## src/rtl/reg_file_p.sv

```systemverilog
// Two-read/one-write register file with a power-up zero sweep and registered reads.
// Define REG_FILE_BYPASS_EN for write-first forwarding on same-address read/write; default is read-first.
module reg_file_p #(
  parameter int WIDTH  = 16,
  parameter int DEPTH  = 16,
  parameter int ADDR_W = 4
) (
  input  logic              clk,
  input  logic              clear,
  input  logic              we,
  input  logic [ADDR_W-1:0] waddr,
  input  logic [WIDTH-1:0]  wdata,
  input  logic              re,
  input  logic [ADDR_W-1:0] raddr_a,
  input  logic [ADDR_W-1:0] raddr_b,
  output logic [WIDTH-1:0]  rdata_a,
  output logic [WIDTH-1:0]  rdata_b,
  output logic              rvalid,
  output logic              ready,
  output logic              addr_err
);

  localparam logic [0:0] SWEEP = 1'b0;
  localparam logic [0:0] RUN   = 1'b1;

  // One extra bit so DEPTH == 2**ADDR_W still compares correctly.
  localparam logic [ADDR_W:0]   DEPTH_X  = (ADDR_W+1)'(DEPTH);
  localparam logic [ADDR_W-1:0] LAST_IDX = ADDR_W'(DEPTH - 1);

  logic [0:0]        state;
  logic [ADDR_W-1:0] sweepCnt;
  logic [WIDTH-1:0]  entry [DEPTH];

  logic             running;
  logic             wInRange;
  logic             aInRange;
  logic             bInRange;
  logic             doWrite;
  logic             fwdA;
  logic             fwdB;
  logic             accessErr;
  logic [WIDTH-1:0] readA;
  logic [WIDTH-1:0] readB;

  // NOTE: every signal gets a default at the top of always_comb so no path leaves one unassigned (no latch).
  always_comb begin
    running   = (state == RUN);
    wInRange  = ({1'b0, waddr}   < DEPTH_X);
    aInRange  = ({1'b0, raddr_a} < DEPTH_X);
    bInRange  = ({1'b0, raddr_b} < DEPTH_X);
    doWrite   = running && we && wInRange;
    accessErr = (we && !wInRange) || (re && (!aInRange || !bInRange));
`ifdef REG_FILE_BYPASS_EN
    fwdA      = doWrite && (raddr_a == waddr);
    fwdB      = doWrite && (raddr_b == waddr);
`else
    fwdA      = 1'b0;
    fwdB      = 1'b0;
`endif
    readA     = '0;
    readB     = '0;
    if (aInRange) readA = fwdA ? wdata : entry[raddr_a];
    if (bInRange) readB = fwdB ? wdata : entry[raddr_b];
  end

  assign ready = running;

  // NOTE: the storage array is deliberately not reset; the sweep zeroes one entry per cycle instead.
  always_ff @(posedge clk) begin
    if (!clear) begin
      if (!running)
        entry[sweepCnt] <= '0;
      else if (doWrite)
        entry[waddr] <= wdata;
    end
  end

  // NOTE: sequential state uses non-blocking assignments so every register samples pre-edge values.
  always_ff @(posedge clk) begin
    if (clear) begin
      state    <= SWEEP;
      sweepCnt <= '0;
      rdata_a  <= '0;
      rdata_b  <= '0;
      rvalid   <= 1'b0;
      addr_err <= 1'b0;
    end else if (!running) begin
      rvalid   <= 1'b0;
      addr_err <= 1'b0;
      if (sweepCnt == LAST_IDX) begin
        state    <= RUN;
        sweepCnt <= '0;
      end else begin
        sweepCnt <= sweepCnt + 1'b1;
      end
    end else begin
      rvalid   <= re;
      addr_err <= accessErr;
      if (re) begin
        rdata_a <= readA;
        rdata_b <= readB;
      end
    end
  end

endmodule

```

## config.mk

```make
export PLATFORM = sky130hd
export DESIGN_NAME = reg_file_p
export DESIGN_NICKNAME = d
export VERILOG_FILES = /design/src/rtl/reg_file_p.sv
export SDC_FILE = /design/constraint.sdc
export NUM_CORES = 1
export LEC_CHECK = 0
export BUFFER_PORTS_ARGS = -buffer_cell sky130_fd_sc_hd__clkbuf_2
export CAP_MARGIN = 20
export CORE_ASPECT_RATIO = 0.5
export CORE_MARGIN = 3
export CORE_UTILIZATION = 30
export DETAILED_ROUTE_END_ITERATION = 10
export PLACE_DENSITY_LB_ADDON = 0.05
export RECOVER_POWER = 25
export REMOVE_ABC_BUFFERS = 1
export SLEW_MARGIN = 20
export SYNTH_ARGS = -nofsm -noshare
export SYNTH_HDL_FRONTEND = slang
export SYNTH_SLANG_ARGS = --single-unit
```

## constraint.sdc

```tcl
create_clock -name clk -period 5.5 [get_ports clk]
set_input_delay 0 -clock clk [delete_from_list [all_inputs] [get_ports clk]]
set_output_delay 0 -clock clk [all_outputs]
set_load 0.005 [all_outputs]
```

==> flow_summary.yaml, run 1 <==
status:
  status: "finished, violations left"
  violations: "max-capacitance violations, max-slew violations"
job:
  maxCapViolCount: 3
grt:
  grt_max_degree: 82
  grt_pass1_vias: 8121
  grt_pass1_wl_mm: 59.1
  grt_usage_pct: 17.2
  grt-ovfl-total: 0
  antenna_found_initial: 1
route:
  drtIter0Drc: 701
  vias: 7791
  firstDrtPassIters: 5
  wirelength_mm: 41.1
  wire_per_inst_um: 28.6
  viasPerCell: 5.41
  final_antenna_net_count: 0
  drc_errors: 0
floorplanning:
  start_util_pct: 30.7
  dieArea_um2: 47700
  core_um2: 44000
  num_rows: 54
  die_y_um: 156
  io_pins: 67
  die_w_um: 306
logic_synthesis:
  ys_seq_area_share_pct: 62.6
  synth_cell_types: 40
  syn_inst: 765
  avgSynthCellArea_um2: 17.6
  syn_area_um2: 13500
  yosys_warnings: 0
  synth-seq-cells: 294
timing:
  tightest_slew_ps: 1970
  relSlewSlack_pct: -31.1
  timing.fmax_ghz: 0.275
  finClkSkew_ps: 8.47
  period_share_pct: 66.1
  hold_viol: 0
  slew_violations: 53
  rsz0062_at_grt: "false"
  holdWs_ps: 64.4
  finalSetupViolations: 0
  min_period_ps: 3640
  setup_ws_ps: 1860
  fin_setup_tns_ps: 0
worst_setup_path:
  end_kind: "flop"
  critical_path.max_fanout: 19
  crit_arrival_ps: 3940
  path_cells: "and3b_1 > clkbuf_1 > nor2_1 > a31oi_1 > nor2_2 > buf_4"
  crit_path_top_delay_cell: "clkbuf_1"
  worst-setup-path-type: "flop to flop"
  cp_slowest_stage_delay_ps: 1130
  critPathLaunchType: "flop"
  crit_required_ps: 5800
cts:
  htree_num_levels: 1
  clkTransAtPathRegs_ps: 70
  clock_path_buffers: 3
  numCtsBuffers: 29
  clk_latency_ps: 550
  cts.sinks: 294
  cts_tree: "done"
  clockRootBuffer: "clkbuf_16"
layout:
  final_cell_mix: "256 x edfxtp_1, 71 x mux2i_1, 59 x mux4_1, 41 x clkbuf_2, 38 x dfxtp_1"
  final_util_pct: 35.3
  diodes: 0
  multiInputGateArea_um2: 4740
  design_area_um2: 15500
  drive_gt1_share_pct: 24.1
  layout_commonest_cell: "edfxtp_1"
  fillCellCount: 4139
  fin_nets: 863
  seqCellArea_um2: 8450
  area_delta_synth_final_pct: 14.9
  final-instance-count-excl-fill: 1440
placement:
  dpl_cell_area_um2: 14500
  dp.cells: 1385
  dp_hpwl_mm: 25.9
  gp_congestion: 0.764
  place_ws_ps: 2650
  numPortBuffers: 65
power:
  p_clk_share_pct: 44.2
  p_sw_mw: 1.04
  ir_drop_uv: 236
  leakage_nw: 5.87
  internal_power_mw: 3.80
  switching_share_pct: 21.6
  power_frac_seq_pct: 50.2
  power_mw: 4.85
  comb_power_share_pct: 5.6
  power_density_nw_per_um2: 312
min_path:
  min_path_type: "primary input to flop"
final timing paths:
path	slack, ps	cells after the start	end	start
min	60	2	entry[14][7]$_DFFE_PP_	wdata[7]
max	1860	6	entry[11][7]$_DFFE_PP_	ready$_SDFF_PP0_
min reg2reg	490	2	rdata_b[3]$_SDFFE_PP0P_	rdata_b[3]$_SDFFE_PP0P_
max reg2reg	1860	6	entry[11][7]$_DFFE_PP_	ready$_SDFF_PP0_
worst max-delay path, delay by kind of cell (launching register included):
family	cells	cell delay, ps
buf+inv	2	1420
flops	1	640
simple gates	3	830
compound gates	1	470
cells in the mapped netlist:
master,instances,share of area [%]
clkbuf_1,38,1.1
ha_1,1,0.093
nand2b_1,1,0.046
and2_1,20,0.93
mux2_2,32,2.7
dfxtp_1,38,5.6
mux4_1,59,11
mux2i_1,71,5.3
nor3_1,1,0.037
or2_2,1,0.046
a32oi_1,1,0.065
nor2_1,23,0.64
nand4bb_1,2,0.17
buf_6,14,1.2
nor2b_1,4,0.19
a21oi_1,6,0.22
buf_1,2,0.056
o21ai_1,4,0.15
edfxtp_1,256,57
a31oi_1,5,0.23
xnor2_1,1,0.065
buf_2,6,0.22
buf_4,3,0.17
nand3_1,1,0.037
a22oi_2,1,0.093
a22oi_1,31,1.7
nand3b_1,1,0.056
a221oi_1,30,1.9
inv_1,2,0.056
mux4_2,35,5.8
o21ai_0,28,1.0
nand2_1,37,1.0
nor3b_1,2,0.11
a2bb2oi_1,1,0.065
or3_1,1,0.046
and3b_1,2,0.13
o311a_1,1,0.074
a311oi_1,1,0.065
a221o_1,1,0.074
conb_1,1,0.028
cell type report:
| cell class | instances | area share (%) |
|---|---|---|
| sequential | 294 | 54.5 |
| clock buffer | 33 | 4.91 |
| multi-input combinational | 406 | 30.6 |
| tap | 588 | 4.74 |
| inverter | 2 | 0.0484 |
| clock inverter | 20 | 1.60 |
| timing repair buffer | 97 | 3.65 |
state kept, by name (all words and copies together) (netlist names):
name and flops:
rdata_b 16, rvalid 1, entry 256, ready 1, sweepCnt 4, rdata_a 16
routing by layer:
metal | GRT usage [%] | vias to the layer above | routed length (um)
li1 | - | 3340 | -
met2 | 25.0 | 232 | 17100
met1 | 26.8 | 4174 | 21000
met5 | 0 | - | 0
met4 | 2.77 | 0 | 654
met3 | 3.59 | 45 | 2390
power by group through the flow:
stage          sequential, mW  clock, mW  combinational, mW
6_report                 2.43       2.14              0.271
2_1_floorplan            2.47          0              0.131
3_3_place_gp             2.48          0              0.271
3_5_place_dp             2.48          0              0.270
4_1_cts                  2.43       2.20              0.273
5_1_grt                  2.43       2.30              0.287
cells by family after synthesis:
group	count (synthesis)	share of synthesized area (%)
flip-flops	294	62.6
XOR/XNOR	1	0.0649
other	1	0.0278
buffers and inverters	65	2.73
AO/OA/AOI/OAI	110	5.75
AND/OR/NAND/NOR	96	3.46
adder cells (fa/ha/maj)	1	0.0927
multiplexers	197	25.3
what timing repair did:
action / in CTS / in global routing
gates resized for setup: 0 / 0
hold endpoints to repair: 6 / 0
buffers inserted: 0 / 0
hold buffers: 2 / 0
Note: power is estimated with default switching activity, not from simulation.
==> run 2: changes to the inputs <==
==> constraint.sdc (replaced) <==
create_clock -name clk -period 3.8 [get_ports clk]
set_input_delay 0 -clock clk [delete_from_list [all_inputs] [get_ports clk]]
set_output_delay 0 -clock clk [all_outputs]
set_load 0.005 [all_outputs]
==> run 2 against run 1 <==
  * The run still ends with max-capacitance violations, max-slew violations left
  * Non-clock buffer count grew 12
  * Critical path depth decreased by 2
  * Power rose by 44%
==> flow_summary.yaml, run 2 (same netlist as run 1, synthesis figures left out) <==
cts:
  clk_latency_ps: 560
  cts_setup_buffers: 0
  htree_num_levels: 1
  cts.sinks: 294
  clkTransAtPathRegs_ps: 70
  clockRootBuffer: "clkbuf_16"
  cts_tree: "done"
  ctsResizeCount: 0
  cts_hold_buf: 2
  numCtsBuffers: 29
  clock_path_buffers: 3
route:
  final_antenna_net_count: 0
  vias: 7749
  firstDrtPassIters: 4
  wire_per_inst_um: 29.6
  viasPerCell: 5.34
  drc_errors: 0
  drtIter0Drc: 629
  wirelength_mm: 43.0
status:
  status: "finished, violations left"
  violations: "max-capacitance violations, max-slew violations"
layout:
  fillCellCount: 4169
  top_register: "entry"
  reg.largest.list: "entry x256, rdata_a x16, rdata_b x16"
  area_delta_synth_final_pct: 15.7
  diodes: 0
  design_area_um2: 15600
  layout_commonest_cell: "edfxtp_1"
  fin_nets: 875
  multiInputGateArea_um2: 4720
  final_util_pct: 35.5
  drive_gt1_share_pct: 25.5
  final_cell_mix: "256 x edfxtp_1, 71 x mux2i_1, 59 x mux4_1, 40 x clkbuf_2, 38 x dfxtp_1"
  seqCellArea_um2: 8450
  largest_register_ffs: 256
  final-instance-count-excl-fill: 1452
timing:
  timing.fmax_ghz: 0.330
  slew_violations: 16
  tightest_slew_ps: 2230
  rsz0062_at_grt: "false"
  min_period_ps: 3030
  finClkSkew_ps: 10.3
  relSlewSlack_pct: -48.7
  setup_ws_ps: 768
  finalSetupViolations: 0
  period_share_pct: 79.8
  fin_setup_tns_ps: 0
  hold_viol: 0
floorplanning:
  io_pins: 67
  core_um2: 44000
  die_y_um: 156
  num_rows: 54
  dieArea_um2: 47700
  die_w_um: 306
  start_util_pct: 30.7
grt:
  grt-ovfl-total: 0
  antenna_found_initial: 4
  grt_pass1_wl_mm: 61.1
  grt_pass1_vias: 8050
  grt_usage_pct: 18.0
  grt_max_degree: 50
worst_setup_path:
  startpoint: "ready$_SDFF_PP0_"
  regToRegSetupSlack_ps: 770
  end_kind: "flop"
  crit_arrival_ps: 3520
  r2r_start: "ready$_SDFF_PP0_"
  worst-setup-path-type: "flop to flop"
  critPathLaunchType: "flop"
  cp_slowest_stage_delay_ps: 1680
  crit_required_ps: 4290
  path_cells: "a21oi_1 > buf_4 > a22oi_1 > nand2_1"
  crit_path_top_delay_cell: "a21oi_1"
  critical_path.max_fanout: 18
placement:
  dp.cells: 1397
  dp_hpwl_mm: 29.8
  gp_congestion: 0.765
  dpl_cell_area_um2: 14600
  place_ws_ps: 1180
  numPortBuffers: 65
power:
  ir_drop_uv: 264
  leakage_nw: 5.92
  power_density_nw_per_um2: 447
min_path:
  hold_start: "raddr_a[1]"
  min_path_type: "primary input to flop"
job:
  maxCapViolCount: 1
==> run 2: report_power, final <==
part | internal, mW | switching, mW
clock network | 1.71 | 1.34
logic | 0.175 | 0.237
registers | 3.50 | 0.0222
total | 5.38 | 1.60
==> run 2: critical path: cells and delay by family, from the launching register on <==
family          cells  cell delay (ps)
compound gates      2             1840
buf+inv             1              530
flops               1              440
simple gates        1              110
==> run 2: worst paths after layout <==
kind,to,depth (start not counted)
setup / recovery,rdata_a[12]$_SDFFE_PP0P_,4
hold / removal,rdata_a[3]$_SDFFE_PP0P_,4
setup reg to reg,rdata_a[12]$_SDFFE_PP0P_,4
hold reg to reg,rdata_b[12]$_SDFFE_PP0P_,2
==> run 2: metal layers <==
| metal | vias to the layer above | routed length [um] | part of all wire (%) | global-route usage [%] |
|---|---|---|---|---|
| li1 | 3373 | - | - | - |
| met1 | 4110 | 20700 | 48 | 26.0 |
| met2 | 220 | 18900 | 44 | 27.9 |
| met3 | 46 | 2650 | 6.2 | 4.41 |
| met4 | 0 | 778 | 1.8 | 3.32 |
| met5 | - | 0 | 0 | 0 |
==> run 2: area by class of cell <==
type	count	share of cell area, %
clock buffer	30	4.74
clock inverter	23	1.64
inverter	2	0.0481
multi-input combinational	406	30.2
sequential	294	54.1
tap	588	4.71
timing repair buffer	109	4.51
==> run 2: per-stage QoR <==
stage               hold WS (ps)  total power, mW
finish                      80.5             6.98
global route                74.4             7.22
CTS                         16.1             7.07
detailed placement           379             4.01
global placement             362             4.01
floorplan                   69.1             3.77
==> run 3: changes to the inputs <==
==> constraint.sdc (replaced) <==
create_clock -name clk -period 2.7 [get_ports clk]
set_input_delay 0 -clock clk [delete_from_list [all_inputs] [get_ports clk]]
set_output_delay 0 -clock clk [all_outputs]
set_load 0.005 [all_outputs]
==> run 3 against run 2 <==
  * The flow still finishes with violations (max-capacitance violations, max-slew violations)
  * Via count up 1.8%
  * Non-clock buffer count is 24 higher
  * Sequential share of layout area decreased by 0.99 points
  * Worst hold slack lost 38 ps
  * Wire length up 0.44%
  * Largest power group unchanged
  * Highest routed layer unchanged
==> flow_summary.yaml, run 3 (same netlist as run 1, synthesis figures left out) <==
floorplanning:
  io_pins: 67
  core_um2: 44000
  dieArea_um2: 47700
  die_w_um: 306
  num_rows: 54
  die_y_um: 156
  start_util_pct: 30.7
min_path:
  hold_start: "wdata[9]"
  min_path_type: "primary input to flop"
power:
  power_frac_seq_pct: 49.9
  comb_power_share_pct: 6.1
  leakage_nw: 6.10
  internal_power_mw: 7.75
  ir_drop_uv: 464
  p_clk_share_pct: 43.9
  p_sw_mw: 2.17
  power_density_nw_per_um2: 623
  switching_share_pct: 21.9
worst_setup_path:
  worst-setup-path-type: "flop to flop"
  r2r_start: "ready$_SDFF_PP0_"
  crit_required_ps: 3210
  path_cells: "buf_4 > and3b_1 > and2_0 > o311a_1 > a221o_1"
  crit_path_top_delay_cell: "and2_0"
  cp_slowest_stage_delay_ps: 1160
  critical_path.max_fanout: 14
  critPathLaunchType: "flop"
  startpoint: "ready$_SDFF_PP0_"
  crit_arrival_ps: 2960
  end_kind: "flop"
timing:
  holdWs_ps: 42.8
  finClkSkew_ps: 14.8
  finalSetupViolations: 0
  min_period_ps: 2450
  hold_viol: 0
  slew_violations: 8
  fin_setup_tns_ps: 0
  setup_ws_ps: 251
  tightest_slew_ps: 1540
  relSlewSlack_pct: -3.01
  rsz0062_at_grt: "false"
  period_share_pct: 90.7
  timing.fmax_ghz: 0.408
route:
  firstDrtPassIters: 4
  wirelength_mm: 43.2
  drc_errors: 0
  final_antenna_net_count: 0
  vias: 7892
  drtIter0Drc: 553
  wire_per_inst_um: 29.2
  viasPerCell: 5.34
layout:
  drive_gt1_share_pct: 27.2
  reg.largest.list: "entry x256, rdata_a x16, rdata_b x16"
  diodes: 0
  fin_nets: 900
  final-instance-count-excl-fill: 1479
  top_register: "entry"
  fillCellCount: 4095
  largest_register_ffs: 256
  final_cell_mix: "256 x edfxtp_1, 71 x mux2i_1, 59 x mux4_1, 54 x buf_4, 43 x clkbuf_2"
  layout_commonest_cell: "edfxtp_1"
  area_delta_synth_final_pct: 17.8
cts:
  cts_tree: "done"
  clockRootBuffer: "clkbuf_16"
  cts.sinks: 294
  ctsResizeCount: 0
  clkTransAtPathRegs_ps: 70
  cts_hold_buf: 4
  cts_setup_buffers: 0
  numCtsBuffers: 30
  htree_num_levels: 1
  clk_latency_ps: 570
  clock_path_buffers: 3
job:
  maxCapViolCount: 1
placement:
  dp_hpwl_mm: 28.7
  place_ws_ps: 607
  numPortBuffers: 65
  dp.cells: 1419
  gp_congestion: 0.751
grt:
  grt_pass1_wl_mm: 61.1
  grt_pass1_vias: 8145
  grt_usage_pct: 18.0
  grt-ovfl-total: 0
  grt_max_degree: 65
  antenna_found_initial: 0
status:
  status: "finished, violations left"
  violations: "max-capacitance violations, max-slew violations"
[run 3: cell types whose count changed in the layout (fill, tap and decap cells not counted), moves of 4 or more]
| cell | previous run | this run |
|---|---|---|
| buf_4 | 36 | 54 |
| clkbuf_8 | 1 | 10 |
| clkinv_4 | 5 | 0 |
| clkinvlp_4 | 6 | 1 |
| buf_12 | 6 | 10 |
[run 3: worst paths after layout]
| kind | to | slack, ps | cells past startpoint |
|---|---|---|---|
| worst max-delay path | rdata_b[14]$_SDFFE_PP0P_ | 250 | 5 |
| worst min-delay path | entry[15][9]$_DFFE_PP_ | 40 | 2 |
| worst max register to register | rdata_b[14]$_SDFFE_PP0P_ | 250 | 5 |
| worst min register to register | rdata_b[10]$_SDFFE_PP0P_ | 490 | 2 |
[run 3: critical path, delay by kind of cell, from the launching register on]
family,cells,cell delay [ps]
and+or+nand+nor,2,1370
DFF,1,320
AOI/OAI and AO/OA,2,480
buffers and inverters,1,200
[run 3: power groups by stage]
stage	registers (mW)	clock network [mW]	logic (mW)
finish	4.95	4.35	0.609
CTS	4.95	4.45	0.614
floorplan	5.04	0	0.266
global route	4.95	4.66	0.645
detailed placement	5.05	0	0.605
global placement	5.05	0	0.606
[run 3: stage by stage]
stage	util [%]	instance area, um^2	power, mW
final	36.1	15900	9.91
after detailed placement	33.8	14900	5.65
after CTS	36.2	15900	10.0
after global placement	33.8	14900	5.66
after global routing	36.1	15900	10.3
after floorplan	-	13100	5.30
[run 3: routing by layer]
layer	vias to the layer above	track usage, %	routed length, um	share of wire [%]
met5	-	0	0	0
met4	0	3.07	666	1.5
met3	44	4.18	2460	5.7
met2	220	26.4	18100	42
met1	4213	27.5	21900	51
li1	3415	-	-	-
[run 3: final cells by class]
cell class	instances	area, um^2	area share [%]
sequential	294	8450	53.1
multi-input combinational	406	4730	29.8
timing repair buffer	133	943	5.93
clock buffer	46	932	5.86
tap	588	736	4.63
clock inverter	10	100	0.630
inverter	2	7.51	0.0472
